File: src/rtl/dma_pkg.sv
// Shared DMA definitions: sequencer state encoding and channel sizing,
// reused by the request arbiter, the 8237 top and the address/count datapath.
package dma_pkg;

    localparam int NCH  = 4;
    localparam int CH_W = 2;

    typedef enum logic [2:0] {
        IDLE,
        HOLD,
        S1,
        S2,
        S3,
        S4,
        RELEASE
    } dma_state_e;

    function automatic logic [NCH-1:0] ch_onehot(input logic [CH_W-1:0] ch);
        return NCH'(1) << ch;
    endfunction

endpackage

File: src/rtl/dma_prio_enc.sv
// Combinational 4-way priority encoder; the search starts at ptr and wraps,
// so ptr=0 gives fixed priority with channel 0 highest.
module dma_prio_enc
    import dma_pkg::*;
(
    input  logic [NCH-1:0]  req,
    input  logic [CH_W-1:0] ptr,
    output logic [CH_W-1:0] grant,
    output logic            valid
);

    logic [CH_W-1:0] idx;

    // Walk from the farthest candidate back to ptr so the nearest one wins.
    always_comb begin
        grant = '0;
        valid = 1'b0;
        idx   = '0;
        for (int i = NCH - 1; i >= 0; i--) begin
            idx = ptr + CH_W'(i);
            if (req[idx]) begin
                grant = idx;
                valid = 1'b1;
            end
        end
    end

endmodule

File: src/rtl/dma_req_arbiter.sv
// DREQ synchroniser, priority resolution, HRQ/HLDA hold handshake and the
// S1..S4 single-transfer sequencer for the 8237-class DMA engine.
module dma_req_arbiter
    import dma_pkg::*;
#(
    parameter int SYNC_FF = 2
) (
    input  logic            clk,
    input  logic            reset_n,
    input  logic [NCH-1:0]  dreq,
    input  logic [NCH-1:0]  mask,
    input  logic            rot_pri,
    input  logic            hlda,
    input  logic            rdy,
    input  logic            tc,
    input  logic            eop_n,
    output logic            hrq,
    output logic [NCH-1:0]  dack,
    output logic            adstb,
    output logic            xfer_stb,
    output logic [CH_W-1:0] xfer_ch,
    output logic            done,
    output dma_state_e      dbg_state,
    output logic [CH_W-1:0] dbg_ptr
);

    logic [NCH-1:0]  sync_q [SYNC_FF];
    logic [NCH-1:0]  sync_d [SYNC_FF];
    logic [NCH-1:0]  req_qual;

    dma_state_e      state_q,    state_d;
    logic [CH_W-1:0] xfer_ch_q,  xfer_ch_d;
    logic [CH_W-1:0] ptr_q,      ptr_d;
    logic            eop_seen_q, eop_seen_d;

    logic [CH_W-1:0] grant;
    logic            grant_valid;
    logic [CH_W-1:0] search_ptr;

    always_comb begin
        sync_d[0] = dreq;
        for (int i = 1; i < SYNC_FF; i++) begin
            sync_d[i] = sync_q[i-1];
        end
    end

    assign req_qual   = sync_q[SYNC_FF-1] & ~mask;
    assign search_ptr = rot_pri ? ptr_q : '0;

    dma_prio_enc u_prio (
        .req   (req_qual),
        .ptr   (search_ptr),
        .grant (grant),
        .valid (grant_valid)
    );

    // Any loss of hlda during S1..S4 aborts straight to IDLE without touching ptr.
    always_comb begin
        state_d    = state_q;
        xfer_ch_d  = xfer_ch_q;
        ptr_d      = ptr_q;
        eop_seen_d = eop_seen_q;
        case (state_q)
            IDLE: begin
                eop_seen_d = 1'b0;
                if (grant_valid && !hlda) begin
                    xfer_ch_d = grant;
                    state_d   = HOLD;
                end
            end
            HOLD: begin
                if (hlda) state_d = S1;
            end
            S1: begin
                state_d = hlda ? S2 : IDLE;
            end
            S2: begin
                if (!hlda) begin
                    state_d = IDLE;
                end else if (!eop_n) begin
                    state_d    = S4;
                    eop_seen_d = 1'b1;
                end else begin
                    state_d = S3;
                end
            end
            S3: begin
                if (!hlda) begin
                    state_d = IDLE;
                end else if (!eop_n) begin
                    state_d    = S4;
                    eop_seen_d = 1'b1;
                end else if (rdy) begin
                    state_d = S4;
                end
            end
            S4: begin
                if (!hlda) begin
                    state_d = IDLE;
                end else begin
                    state_d = RELEASE;
                    ptr_d   = xfer_ch_q + CH_W'(1);
                end
            end
            RELEASE: begin
                eop_seen_d = 1'b0;
                if (!hlda) state_d = IDLE;
            end
            default: state_d = IDLE;
        endcase
    end

    always_ff @(posedge clk or negedge reset_n) begin
        if (!reset_n) begin
            for (int i = 0; i < SYNC_FF; i++) begin
                sync_q[i] <= '0;
            end
            state_q    <= IDLE;
            xfer_ch_q  <= '0;
            ptr_q      <= '0;
            eop_seen_q <= 1'b0;
        end else begin
            for (int i = 0; i < SYNC_FF; i++) begin
                sync_q[i] <= sync_d[i];
            end
            state_q    <= state_d;
            xfer_ch_q  <= xfer_ch_d;
            ptr_q      <= ptr_d;
            eop_seen_q <= eop_seen_d;
        end
    end

    always_comb begin
        hrq      = (state_q == HOLD) || (state_q == S1) || (state_q == S2) ||
                   (state_q == S3)   || (state_q == S4);
        adstb    = (state_q == S1);
        dack     = ((state_q == S2) || (state_q == S3) || (state_q == S4)) ?
                   ch_onehot(xfer_ch_q) : '0;
        xfer_stb = (state_q == S4) && hlda;
        done     = xfer_stb && (tc || !eop_n || eop_seen_q);
    end

    assign xfer_ch   = xfer_ch_q;
    assign dbg_state = state_q;
    assign dbg_ptr   = ptr_q;

endmodule

File: config.mk
export PLATFORM = sky130hd
export DESIGN_NAME = dma_req_arbiter
export DESIGN_NICKNAME = d
export VERILOG_FILES = /design/src/rtl/dma_pkg.sv /design/src/rtl/dma_prio_enc.sv /design/src/rtl/dma_req_arbiter.sv
export SDC_FILE = /design/constraint.sdc
export NUM_CORES = 1
export LEC_CHECK = 0
export BUFFER_PORTS_ARGS = -buffer_cell sky130_fd_sc_hd__buf_2
export CORE_AREA = 2 2 46 48
export DETAILED_ROUTE_END_ITERATION = 16
export DIE_AREA = 0 0 48 50
export PLACE_DENSITY = 0.83
export SLEW_MARGIN = 30
export SYNTH_ARGS = -nofsm -noshare
export SYNTH_HDL_FRONTEND = slang
export SYNTH_SLANG_ARGS = --single-unit
File: constraint.sdc
create_clock -name clk -period 1.7 [get_ports clk]
set_input_delay 0.34 -clock clk [delete_from_list [all_inputs] [get_ports clk]]
set_output_delay 0.34 -clock clk [all_outputs]
set_load 0.005 [all_outputs]
* Word level (Yosys, flattened, before mapping) *
Index checks and enable logic that the tools add are counted.

word-level totals
  register bits after elaboration = 16
  input port bits = 15
  output and inout port bits = 15
  word-level logic and storage cells = 82

operators by class
  add/sub/neg operators = 4
  order comparisons = 4
  equal/unequal tests = 12
  shifts and indexed selects = 1
  mux-type cells = 32
  bitwise operators = 2
  reductions and logical operators = 21

operators with widths
  kind                   count
  $mux W3                8
  $pmux W3 S7            1
  $lt A2 B3 Y1 const B   4
  $mux W2                6
  $mux W1                11
  $eq A3 B3 Y1 const B   3
  $bmux W1 S2            4
  $logic_or A1 B1 Y1     8
  $ne A2 B2 Y1 const B   4
  $eq A3 B2 Y1 const B   2
  $add A2 B1 Y2 const B  2
  $add A2 B2 Y2 const B  2
  $and A4 B4 Y4          1
  $mux W4                1
  $ne A4 B4 Y1 const B   1
  $not A4 Y4             1
  $reduce_and A2 Y1      2
  $reduce_and A4 Y1      1
  $reduce_or A2 Y1       2
  $shl A1 B2 Y4 const A  1
  $eq A3 B1 Y1 const B   1
  $logic_and A1 B1 Y1    3
  $logic_not A3 Y1       1
  $reduce_and A3 Y1      1
  4 further kinds        5

* Longest topological paths before layout *
Gate-level depths: netlist of the first run.

  word-level depth = 11
  mapped depth = 5

* Hierarchy *
A second synthesis of the first run with hierarchy kept.

second synthesis, totals
  cell total of the unflattened synthesis = 84
  area total of the unflattened synthesis = 897.1 um^2

by module, submodules not included
  module           times used  cells an instance  area an instance (um^2)
  dma_req_arbiter  1           71                 819.5
  dma_prio_enc     1           13                 77.6

* Worst setup path after synthesis of the first run *
No wires, ideal clock.

  path kind = reg2reg
  from = register state_q[0] (netlist: dbg_state[0])
  to = register xfer_ch_q[0] (netlist: xfer_ch[0])
  setup time = 121 ps
  data arrival time = 1,494 ps
  required time = 1,579 ps
  slack = 85 ps
  stages on the path, launching flop included = 5
  path buffers = 1
  period minus slack after synthesis = 1,615 ps
  cells stage by stage = dfrtp_1 buf_6 or4_1 a41o_1 a22o_1

on the way
  word-level cells in the longest chain between the ends = 2

ends and longest elaborated chain
  element                             line                    source
  start, declared                     dma_req_arbiter.sv:31   dma_state_e state_q, state_d;
  start signal, assigned              dma_req_arbiter.sv:126  state_q <= state_d;
  $logic_not A3 Y1                    dma_req_arbiter.sv:63   case (state_q)
  $reduce_and A2 Y1 (no source line)  --
  end signal, assigned                dma_req_arbiter.sv:127  xfer_ch_q <= xfer_ch_d;
  end, declared                       dma_req_arbiter.sv:32   logic [CH_W-1:0] xfer_ch_q, xfer_ch_d;

Every way passes these cells.
A chain may end at the register's enable or synchronous reset.

* Final worst setup path of the first run *
  from = register state_q[1] (netlist: dbg_state[1])
  to = register xfer_ch_q[0] (netlist: xfer_ch[0])

The elaborated chain is that of the path after synthesis.

==> results of run 1 <==
[final timing paths]
path / depth (start not counted) / to / slack, ns / from
setup / recovery: 5 / xfer_ch[0] / 0.009 / dbg_state[1]
hold / removal: 1 / sync_d[0] / 0.15 / dreq[0]
setup reg to reg: 5 / xfer_ch[0] / 0.009 / dbg_state[1]
hold reg to reg: 0 / sync_q[0] / 0.36 / sync_d[0]
max in group asynchronous: 2 / dbg_state[1] / 0.95 / reset_n
min in group asynchronous: 2 / sync_q[1] / 0.48 / reset_n
[state kept, by name, summed over array words and instances, names as in the netlist]
register / count
dbg_state: 3
sync_q: 4
dbg_ptr: 2
sync_d: 4
eop_seen_q: 1
xfer_ch: 2
[routing by layer]
layer / global-route usage (%) / part of all wire, % / vias up
met5: 0 / 0 / -
li1: - / - / 397
met2: 32.44 / 57 / 35
met3: 3.663 / 4.1 / 6
met4: 8.108 / 0.47 / 0
met1: 20.14 / 38 / 423
[cell families (layout without fill, tap and decap cells)]
group,Yosys count,count (layout)
and+or+nand+nor,33,33
AOI/OAI and AO/OA,24,24
DFF,16,16
buffers and inverters,9,52
adders and majority gates,4,4
xor gates and xnor gates,2,2
muxes,1,1
[power by group through the flow]
| stage | combinational [mW] | sequential, mW | clock, mW |
|---|---|---|---|
| floorplan | 0.387 | 0.567 | 0 |
| global placement | 0.614 | 0.565 | 0 |
| global route | 1.11 | 0.599 | 0.275 |
| detailed placement | 0.644 | 0.575 | 0 |
| CTS | 0.730 | 0.570 | 0.252 |
| finish | 1.02 | 0.590 | 0.251 |
[worst max-delay path: stages, from the launching register on]
cell	delay, ns
dfrtp_2	0.46
buf_6	0.13
or4_4	0.50
a41o_4	0.28
a21oi_2	0.13
a22o_1	0.13
[synth_stat cells]
cell type / count
a211oi_1: 1
a21oi_1: 6
a21oi_2: 1
a22o_1: 1
a41o_1: 1
a41oi_1: 1
and2_1: 4
and3_1: 1
and3b_1: 1
buf_6: 1
clkbuf_1: 2
dfrtp_1: 16
ha_1: 4
inv_1: 6
mux2_2: 1
nand2_1: 5
nand2b_1: 2
nand3_1: 2
nand3b_1: 1
nor2_1: 5
nor2b_1: 5
nor3_1: 3
nor3b_1: 1
o21a_1: 1
o21ai_0: 6
o21bai_1: 1
o22ai_1: 2
o2bb2ai_1: 1
o31a_1: 1
o31ai_1: 1
or2b_1: 2
or4_1: 1
xnor2_1: 1
xor2_1: 1
[what timing repair did]
action                                  in CTS  in global routing
hold buffers                                 1                  0
pin swaps                                    1                  6
gates resized for setup                      5                 24
endpoints found under the setup margin       5                  8
endpoints found under the hold margin       16                  0
buffers inserted                             3                  5
[layout by cell type (no fill, tap or decap), types with 3 or more instances in the layout]
master	Yosys	routed
nand2_1	5	4
a21oi_2	1	3
buf_4	0	7
o21ai_0	6	6
nor2b_1	5	4
nor2_1	5	5
buf_2	0	25
dfrtp_1	16	15
ha_1	4	4
inv_1	6	6
a21oi_1	6	4
and2_4	0	4
buf_6	1	9
clkbuf_4	0	3
[cell type report]
cell class                 count  area (um2)  share of cell area, %
inverter                       6       22.52                  1.749
clock buffer                   4       36.28                  2.818
tap                           27       33.78                  2.624
multi-input combinational     64       504.2                  39.16
sequential                    16       401.6                  31.20
timing repair buffer          42       289.0                  22.45
[per-stage QoR]
step	instances	utilization [%]	setup WS, ns	setup TNS [ns]	hold slack [ns]
CTS	154	59.87	0.001359	0	0.1533
global placement	146	55.26	0.2137	0	0.2609
finish	159	67.70	0.008932	0	0.1526
global route	159	67.70	-0.02302	-0.1027	0.1357
floorplan	89	-	0.08498	0	0.04441
detailed placement	146	55.26	0.1813	0	0.2716
==> impl_metrics.ini, run 1 <==
[outcome]
status = complete, no violations

[synthesis]
synthSimpleGateAreaFrac_pct = 21.37
synth-compound-area-share_pct = 18.17
synth_top_cell_by_area = dfrtp_1
synth_top_area_share_pct = 46.51
muxShareOfSynthArea_pct = 1.308
synth_fa_ha_area_share_pct = 5.814
ys.warnings.count = 0
yosysUniqueCellTypes = 34
seq_area_frac_synth_pct = 46.51
yosys.area_share.xor_xnor_pct = 2.035
synth_nets = 108
mappedNetlistArea_um2 = 860.8
synth_top_family_by_area = simple AND/OR/NAND/NOR gates
yosys_register_bits = 16
synth_area_leaders = dfrtp_1, ha_1, nor2b_1, a21oi_1, o21ai_0
synth_area_per_cell_um2 = 9.672
synth_cells = 89

[place]
dp_hpwl_um = 1429
placed_area_um2 = 1051
numPortBuffers = 29
place.gp.congestion = 0.7489

[floorplanning]
fp.coreArea_um2 = 1902
die_h_um = 50
die-area_um2 = 2400
start_util_pct = 45.26
rows = 16
io-pin-count = 30
die_w_um = 48

[route]
drcViolationCount = 0
routedWlPerCell_um = 14.58
vias = 861
drt_first_pass_iters = 5
ant_nets = 0
first_iter_violations = 14
avgViaCountPerCell = 5.415
wirelength_um = 2319

[clock_tree]
clk_pin_slew_worst_paths_ns = 0.10
cts_buffers = 3
clockRootBuffer = clkbuf_4
clockBufferDepth = 2
clock-sinks = 16
clock_latency_ns = 0.28
ctsHtreeMaxLevel = 1
cts_tree = built

[power]
cellLeakagePower_nw = 0.6450
pwr-share-comb_pct = 54.8
seq_power_share_pct = 31.7
ir_drop_v = 0.0008096
p_int_mw = 1.167
p_switching_uw = 695.8
power_mw = 1.863
sw_frac_of_total_pct = 37.35
clkPwrFrac_pct = 13.5
power.density_nw_per_um2 = 1447

[timing]
fin_skew_ns = 0.005466
finalHoldViolCount = 0
finalCritPeriodShare_pct = 99.47
rsz0062_at_grt = true
worstMarginPinSlew_ns = 0.3476
post-route-min-period_ns = 1.691
drv_slew = 0
relSlewSlack_pct = 76.83
setup_viol = 0
max_freq_mhz = 591.3

[critical_path]
worst-path-max-fanout = 4
arrival_ns = 1.92
crit_required_ns = 1.92
criticalPathCategory = flip-flop to flip-flop
endpoint_kind = flip-flop
critical_path.startpoint_type = flip-flop

[final_layout]
fin_nets = 152
finish.instance_area_um2 = 1287
fill_cells = 150
antenna_cells = 0
area_growth_pct = 49.56
drive_gt1_share_pct = 47.73

[grt]
grt_remaining_overflow = 0
first_global_vias = 806
grt_max_degree = 17
grt_pass1_wl_um = 3174
grt.total_usage_pct = 18.48
antenna_found_initial = 0

[run]
drv_cap = 0

[hold_path]
hold_class = primary input to flip-flop
Note: power is estimated with default switching activity, not from simulation.
==> inputs of run 2 (changes only) <==
--- a/config.mk
+++ b/config.mk
@@ -6,11 +6,12 @@
 export NUM_CORES = 1
 export LEC_CHECK = 0
 export BUFFER_PORTS_ARGS = -buffer_cell sky130_fd_sc_hd__buf_2
-export CORE_AREA = 2 2 46 48
+export CORE_AREA = 2 2 47 49
 export DETAILED_ROUTE_END_ITERATION = 16
-export DIE_AREA = 0 0 48 50
-export PLACE_DENSITY = 0.83
+export DIE_AREA = 0 0 49 51
+export PLACE_DENSITY = 0.82
 export SLEW_MARGIN = 30
 export SYNTH_ARGS = -nofsm -noshare
 export SYNTH_HDL_FRONTEND = slang
+export SYNTH_HIERARCHICAL = 1
 export SYNTH_SLANG_ARGS = --single-unit
==> run 2 against run 1 <==
Net effect:
- core utilization decreased by 11 points
- sequential power increased by 3%
- clock skew increased by 0.0045 ns
- synthesized cell count decreased by 5.6%
- worst setup slack improved by 0.00088 ns
- combinational power decreased by 15%
- sequential cell count unchanged
- total power decreased by 7.3%
- routed wire length decreased by 26%
- hold slack improved by 0.0024 ns
- register-to-register slack improved by 0.25 ns
- cell count decreased by 5.7%
- critical path type is now flip-flop to output pin
==> impl_metrics.ini, run 2 <==
[route]
avgViaCountPerCell = 4.727
wirelength_um = 1710
drt_first_pass_iters = 4
first_iter_violations = 12
vias = 709
routedWlPerCell_um = 11.40
ant_nets = 0
drcViolationCount = 0

[place]
placed_area_um2 = 1059
place.gp.congestion = 0.7979
numPortBuffers = 29
place_ws_ns = 0.09830
dp_hpwl_um = 1285
dp_cells = 140

[timing]
rsz0062_at_grt = true
hold_slack_ns = 0.1550
drv_slew = 0
worstMarginPinSlew_ns = 0.3479
fin_skew_ns = 0.009986
setup_slack_ns = 0.009811
finalCritPeriodShare_pct = 99.42
post-route-min-period_ns = 1.690
relSlewSlack_pct = 76.81
setup_tns_ns = 0
setup_viol = 0
finalHoldViolCount = 0
max_freq_mhz = 591.7

[critical_path]
critical_path.startpoint_type = flip-flop
cp_top_family = flip-flops
criticalPathCategory = flip-flop to output pin
worst-path-max-fanout = 4
crit_chain = nor2b_4 > o21bai_4 > and2_1 > buf_2
cp_slowest_stage_delay_ns = 0.44
cpMaxStageDelayCell = dfrtp_1
endpoint_kind = output pin
r2r_cells = 5
path_depth = 4
arrival_ns = 1.35
worst-path-buf-inv = 1
crit_required_ns = 1.36

[clock_tree]
clockBufferDepth = 2
cts_buffers = 3
clock_latency_ns = 0.29
clk_pin_slew_worst_paths_ns = 0.10
ctsHtreeMaxLevel = 1
clockRootBuffer = clkbuf_4
clock-sinks = 16
cts_tree = built

[power]
power.density_nw_per_um2 = 1470
power_mw = 1.727
ir_drop_v = 0.0009042
cellLeakagePower_nw = 0.5871

[synthesis]
ys_top_cells_by_count = dfrtp_1, nor2_1, and2_1, nand2_1
synth_top_cell_by_area = dfrtp_1
mappedNetlistArea_um2 = 897.1
synth_edf_count = 0
synth_area_per_cell_um2 = 10.68
seq_area_frac_synth_pct = 44.63
synth_area_leaders = dfrtp_1, ha_1, and2_1, nor2_1, buf_6
yosys_register_bits = 16
synthFlopType = dfrtp_1
synth_nets = 103
synthArstFlopShare_pct = 100.0
synth_most_common_cell = dfrtp_1
yosysUniqueCellTypes = 33
synth_top_area_share_pct = 44.63
synth_cells = 84
ys.warnings.count = 6

[grt]
antenna_found_initial = 0
grt_pass1_wl_um = 2898
grt_remaining_overflow = 0
grt.total_usage_pct = 15.31
grt_max_degree = 17
first_global_vias = 700

[floorplanning]
die-area_um2 = 2499
die_w_um = 49
fp.coreArea_um2 = 2063
start_util_pct = 43.48
die_h_um = 51
io-pin-count = 30
rows = 17

[final_layout]
layout_common_cells = buf_2, dfrtp_1, nor2_1
antenna_cells = 0
area_growth_pct = 30.96
final_common_cell = buf_2
utilization_pct = 56.94
fill_cells = 184
finish.instance_area_um2 = 1175
drive_gt1_share_pct = 45.08
stdcell_count = 150
fin_nets = 142

[run]
drv_cap = 0

[hold_path]
hold_class = primary input to flip-flop
whs_path_depth = 1

[outcome]
status = complete, no violations
-- run 2: worst paths after layout --
kind	from	to	slack, ns
setup / recovery	dbg_state[2]	dack[3]	0.01
hold / removal	dreq[0]	sync_d[0]	0.16
setup reg to reg	dbg_state[1]	xfer_ch[0]	0.26
hold reg to reg	sync_d[0]	sync_q[0]	0.35
max in group asynchronous	reset_n	dbg_state[0]	0.94
min in group asynchronous	reset_n	eop_seen_q	0.48
-- run 2: per-layer routing --
layer / wire, um / track usage [%]
met1: 699 / 16.64
met2: 900 / 28.54
met3: 96 / 4.094
met4: 13 / 5.714
met5: 0 / 0
-- run 2: timing repair --
action | in CTS | in global routing
setup endpoints to repair | 6 | 7
endpoints found under the hold margin | 16 | 0
gates cloned | 0 | 0
pin swaps | 0 | 2
hold buffers | 1 | 0
gates resized for setup | 3 | 5
buffers inserted | 4 | 1
-- run 2: cell type report --
| class | instances | area [um2] | area share [%] |
|---|---|---|---|
| Multi-Input combinational cell | 60 | 466.7 | 39.72 |
| Sequential cell | 16 | 402.9 | 34.29 |
| Timing Repair Buffer | 37 | 215.2 | 18.32 |
| Clock buffer | 4 | 36.28 | 3.088 |
| Tap cell | 28 | 35.03 | 2.982 |
| Inverter | 5 | 18.77 | 1.597 |
-- run 2: cell families (layout without fill, tap and decap cells) --
kind of cell	after synthesis	in the layout	synth area share [%]
xor gates and xnor gates	2	2	1.953
DFF	16	16	44.63
buffers and inverters	8	46	5.857
muxes	4	4	5.718
adders and majority gates	5	5	6.834
AOI/OAI and AO/OA	14	14	11.85
and+or+nand+nor	35	35	23.15
-- run 2: worst reg2reg max path, stage by stage, from the launching register on --
cell	delay, ns
dfrtp_2	0.45
buf_6	0.15
nor3_4	0.19
buf_4	0.14
nand3_2	0.10
mux2_1	0.32
-- run 2: where the power goes --
part | total (mW) | leakage [nW] | switching [mW] | internal [mW]
combinational | 0.869 | 0.372 | 0.388 | 0.481
clock | 0.253 | 0.0210 | 0.122 | 0.130
sequential | 0.605 | 0.194 | 0.121 | 0.485
==> inputs of run 3 (changes only) <==
--- a/config.mk
+++ b/config.mk
@@ -5,11 +5,12 @@
 export SDC_FILE = /design/constraint.sdc
 export NUM_CORES = 1
 export LEC_CHECK = 0
+export ABC_AREA = 1
 export BUFFER_PORTS_ARGS = -buffer_cell sky130_fd_sc_hd__buf_2
-export CORE_AREA = 2 2 47 49
+export CORE_AREA = 2 2 50 52
 export DETAILED_ROUTE_END_ITERATION = 16
-export DIE_AREA = 0 0 49 51
-export PLACE_DENSITY = 0.82
+export DIE_AREA = 0 0 52 54
+export PLACE_DENSITY = 0.84
 export SLEW_MARGIN = 30
 export SYNTH_ARGS = -nofsm -noshare
 export SYNTH_HDL_FRONTEND = slang
==> run 3 against run 2 <==
Net effect:
- the run now ends with setup timing left
- die area is 12% higher
- final area increased by 18%
- worst setup slack worse by 0.038 ns
- combinational power up 32%
- core utilization increased by 2.9 points
- sequential cell count did not move
- routed wire length is 36% higher
- synthesized area rose by 22%
==> impl_metrics.ini, run 3 <==
[power]
power_mw = 2.000
seq_power_share_pct = 30.0
cellLeakagePower_nw = 0.8330
p_switching_uw = 866.5
p_int_mw = 1.134
ir_drop_v = 0.0008288
pwr-share-comb_pct = 57.3
power.density_nw_per_um2 = 1442
sw_frac_of_total_pct = 43.32
clkPwrFrac_pct = 12.7

[place]
placed_area_um2 = 1303
dp_hpwl_um = 1836
place.gp.congestion = 0.8450
place_ws_ns = 0.03906
numPortBuffers = 29

[clock_tree]
clk_pin_slew_worst_paths_ns = 0.10
clock_latency_ns = 0.30
clock-sinks = 16
clockBufferDepth = 2
ctsHtreeMaxLevel = 1
cts_tree = built
cts_buffers = 3
clockRootBuffer = clkbuf_4

[synthesis]
synth_area_leaders = dfrtp_1, nand2_1, inv_1, nand3_1, nor2_1
synth_edf_count = 0
synth_most_common_cell = nand2_1
synth_area_per_cell_um2 = 7.018
synthArstFlopShare_pct = 100.0
synth_top_area_share_pct = 36.57
yosys_register_bits = 16
synth_top_cell_by_area = dfrtp_1
yosysUniqueCellTypes = 22
synth_cells = 156
synth_nets = 175
mappedNetlistArea_um2 = 1095
seq_area_frac_synth_pct = 36.57
ys.warnings.count = 6
synthFlopType = dfrtp_1
ys_top_cells_by_count = nand2_1, inv_1, nand3_1, nor2_1, dfrtp_1

[grt]
first_global_vias = 912
antenna_found_initial = 0
grt_remaining_overflow = 0
grt_pass1_wl_um = 3781
grt.total_usage_pct = 18.44
grt_max_degree = 17

[floorplanning]
die-area_um2 = 2808
rows = 18
fp.coreArea_um2 = 2320
die_w_um = 52
die_h_um = 54
start_util_pct = 47.20
io-pin-count = 30

[route]
routedWlPerCell_um = 10.20
wirelength_um = 2325
vias = 1088
avgViaCountPerCell = 4.772
drcViolationCount = 0
ant_nets = 0
drt_first_pass_iters = 4
first_iter_violations = 32

[outcome]
violations = setup timing
status = finished, violations left

[final_layout]
finish.instance_area_um2 = 1388
layout_common_cells = nand2_1, buf_2, inv_1
antenna_cells = 0
fill_cells = 218
final_common_cell = nand2_1
drive_gt1_share_pct = 36.36
fin_nets = 218
area_growth_pct = 26.74

[timing]
post-route-min-period_ns = 1.728
setup_slack_ns = -0.02815
drv_slew = 0
setup_tns_ns = -0.07609
worstMarginPinSlew_ns = 0.3413
max_freq_mhz = 578.7
finalHoldViolCount = 0
finalCritPeriodShare_pct = 101.7
rsz0062_at_grt = true
setup_viol = 4
fin_skew_ns = 0.01202
relSlewSlack_pct = 77.25

[hold_path]
hold_class = primary input to flip-flop

[critical_path]
cpMaxStageDelayCell = dfrtp_2
critical_path.startpoint_type = flip-flop
endpoint_kind = output pin
crit_top_cell = nand2_1
worst-path-max-fanout = 4
crit_required_ns = 1.36
crit_chain = nor2_4 > nand2_1 > o21ai_2 > o21bai_4 > nand2_1 > inv_1 > buf_2
cp_slowest_stage_delay_ns = 0.46
criticalPathCategory = flip-flop to output pin
arrival_ns = 1.39

[run]
drv_cap = 0
## run 3: path summary, 6_finish.rpt
check	slack (ns)	end	from	depth (start not counted)
max reg2reg	0.17	dbg_state[0]	dbg_ptr[0]	12
min in group asynchronous	0.46	dbg_ptr[0]	reset_n	2
min reg2reg	0.35	sync_q[0]	sync_d[0]	0
max	-0.03	dack[2]	dbg_state[1]	7
min	0.15	sync_d[3]	dreq[3]	1
max in group asynchronous	0.97	dbg_state[0]	reset_n	2
## run 3: power by group through the flow
stage          combinational, mW  sequential, mW  clock (mW)
4_1_cts                     1.14           0.600       0.255
5_1_grt                     1.30           0.612       0.277
3_3_place_gp                1.02           0.621           0
3_5_place_dp                1.04           0.620           0
2_1_floorplan              0.735           0.572           0
6_report                    1.15           0.599       0.254
## run 3: logic make-up (layout without fill, tap and decap cells)
| kind of cell | Yosys count | in the layout | synth area share (%) |
|---|---|---|---|
| flip-flops | 16 | 16 | 36.57 |
| adder cells (fa/ha/maj) | 4 | 4 | 4.572 |
| AND/OR/NAND/NOR | 92 | 92 | 38.63 |
| buffers and inverters | 34 | 76 | 13.71 |
| AO/OA/AOI/OAI | 10 | 10 | 6.514 |
## run 3: final cells by class
cell class / count / area (um2) / area share (%)
Multi-Input combinational cell: 106 / 546.8 / 39.40
Sequential cell: 16 / 404.1 / 29.13
Inverter: 30 / 117.6 / 8.476
Timing Repair Buffer: 42 / 245.2 / 17.67
Tap cell: 30 / 37.54 / 2.705
Clock buffer: 4 / 36.28 / 2.615
## run 3: metrics by stage
stage,instances,hold slack [ns],utilization (%)
after floorplan,156,0.04441,-
after global placement,219,0.2620,56.15
after detailed placement,219,0.2653,56.15
after CTS,228,0.1502,59.60
after global routing,228,0.1348,59.82
final,228,0.1531,59.82
## run 3: critical path: cells and delay by family (launching register included)
kind | cells | cell delay [ns]
AOI/OAI and AO/OA | 2 | 0.23
buffers and inverters | 2 | 0.15
DFF | 1 | 0.46
and+or+nand+nor | 3 | 0.25
## run 3: what timing repair did
item,4_1_cts,5_1_grt
endpoints found under the setup margin,5,10
hold endpoints to repair,16,0
hold buffers,1,0
resized for setup,3,4
pin swaps,3,2
buffers inserted,4,0
## run 3: routing by layer
layer | part of all wire [%] | up-vias | global-route usage, %
met5 | 0 | - | 0
met4 | 2.5 | 0 | 9.211
met3 | 3.4 | 6 | 2.500
met2 | 50 | 26 | 32.07
met1 | 44 | 496 | 22.36
li1 | - | 560 | -
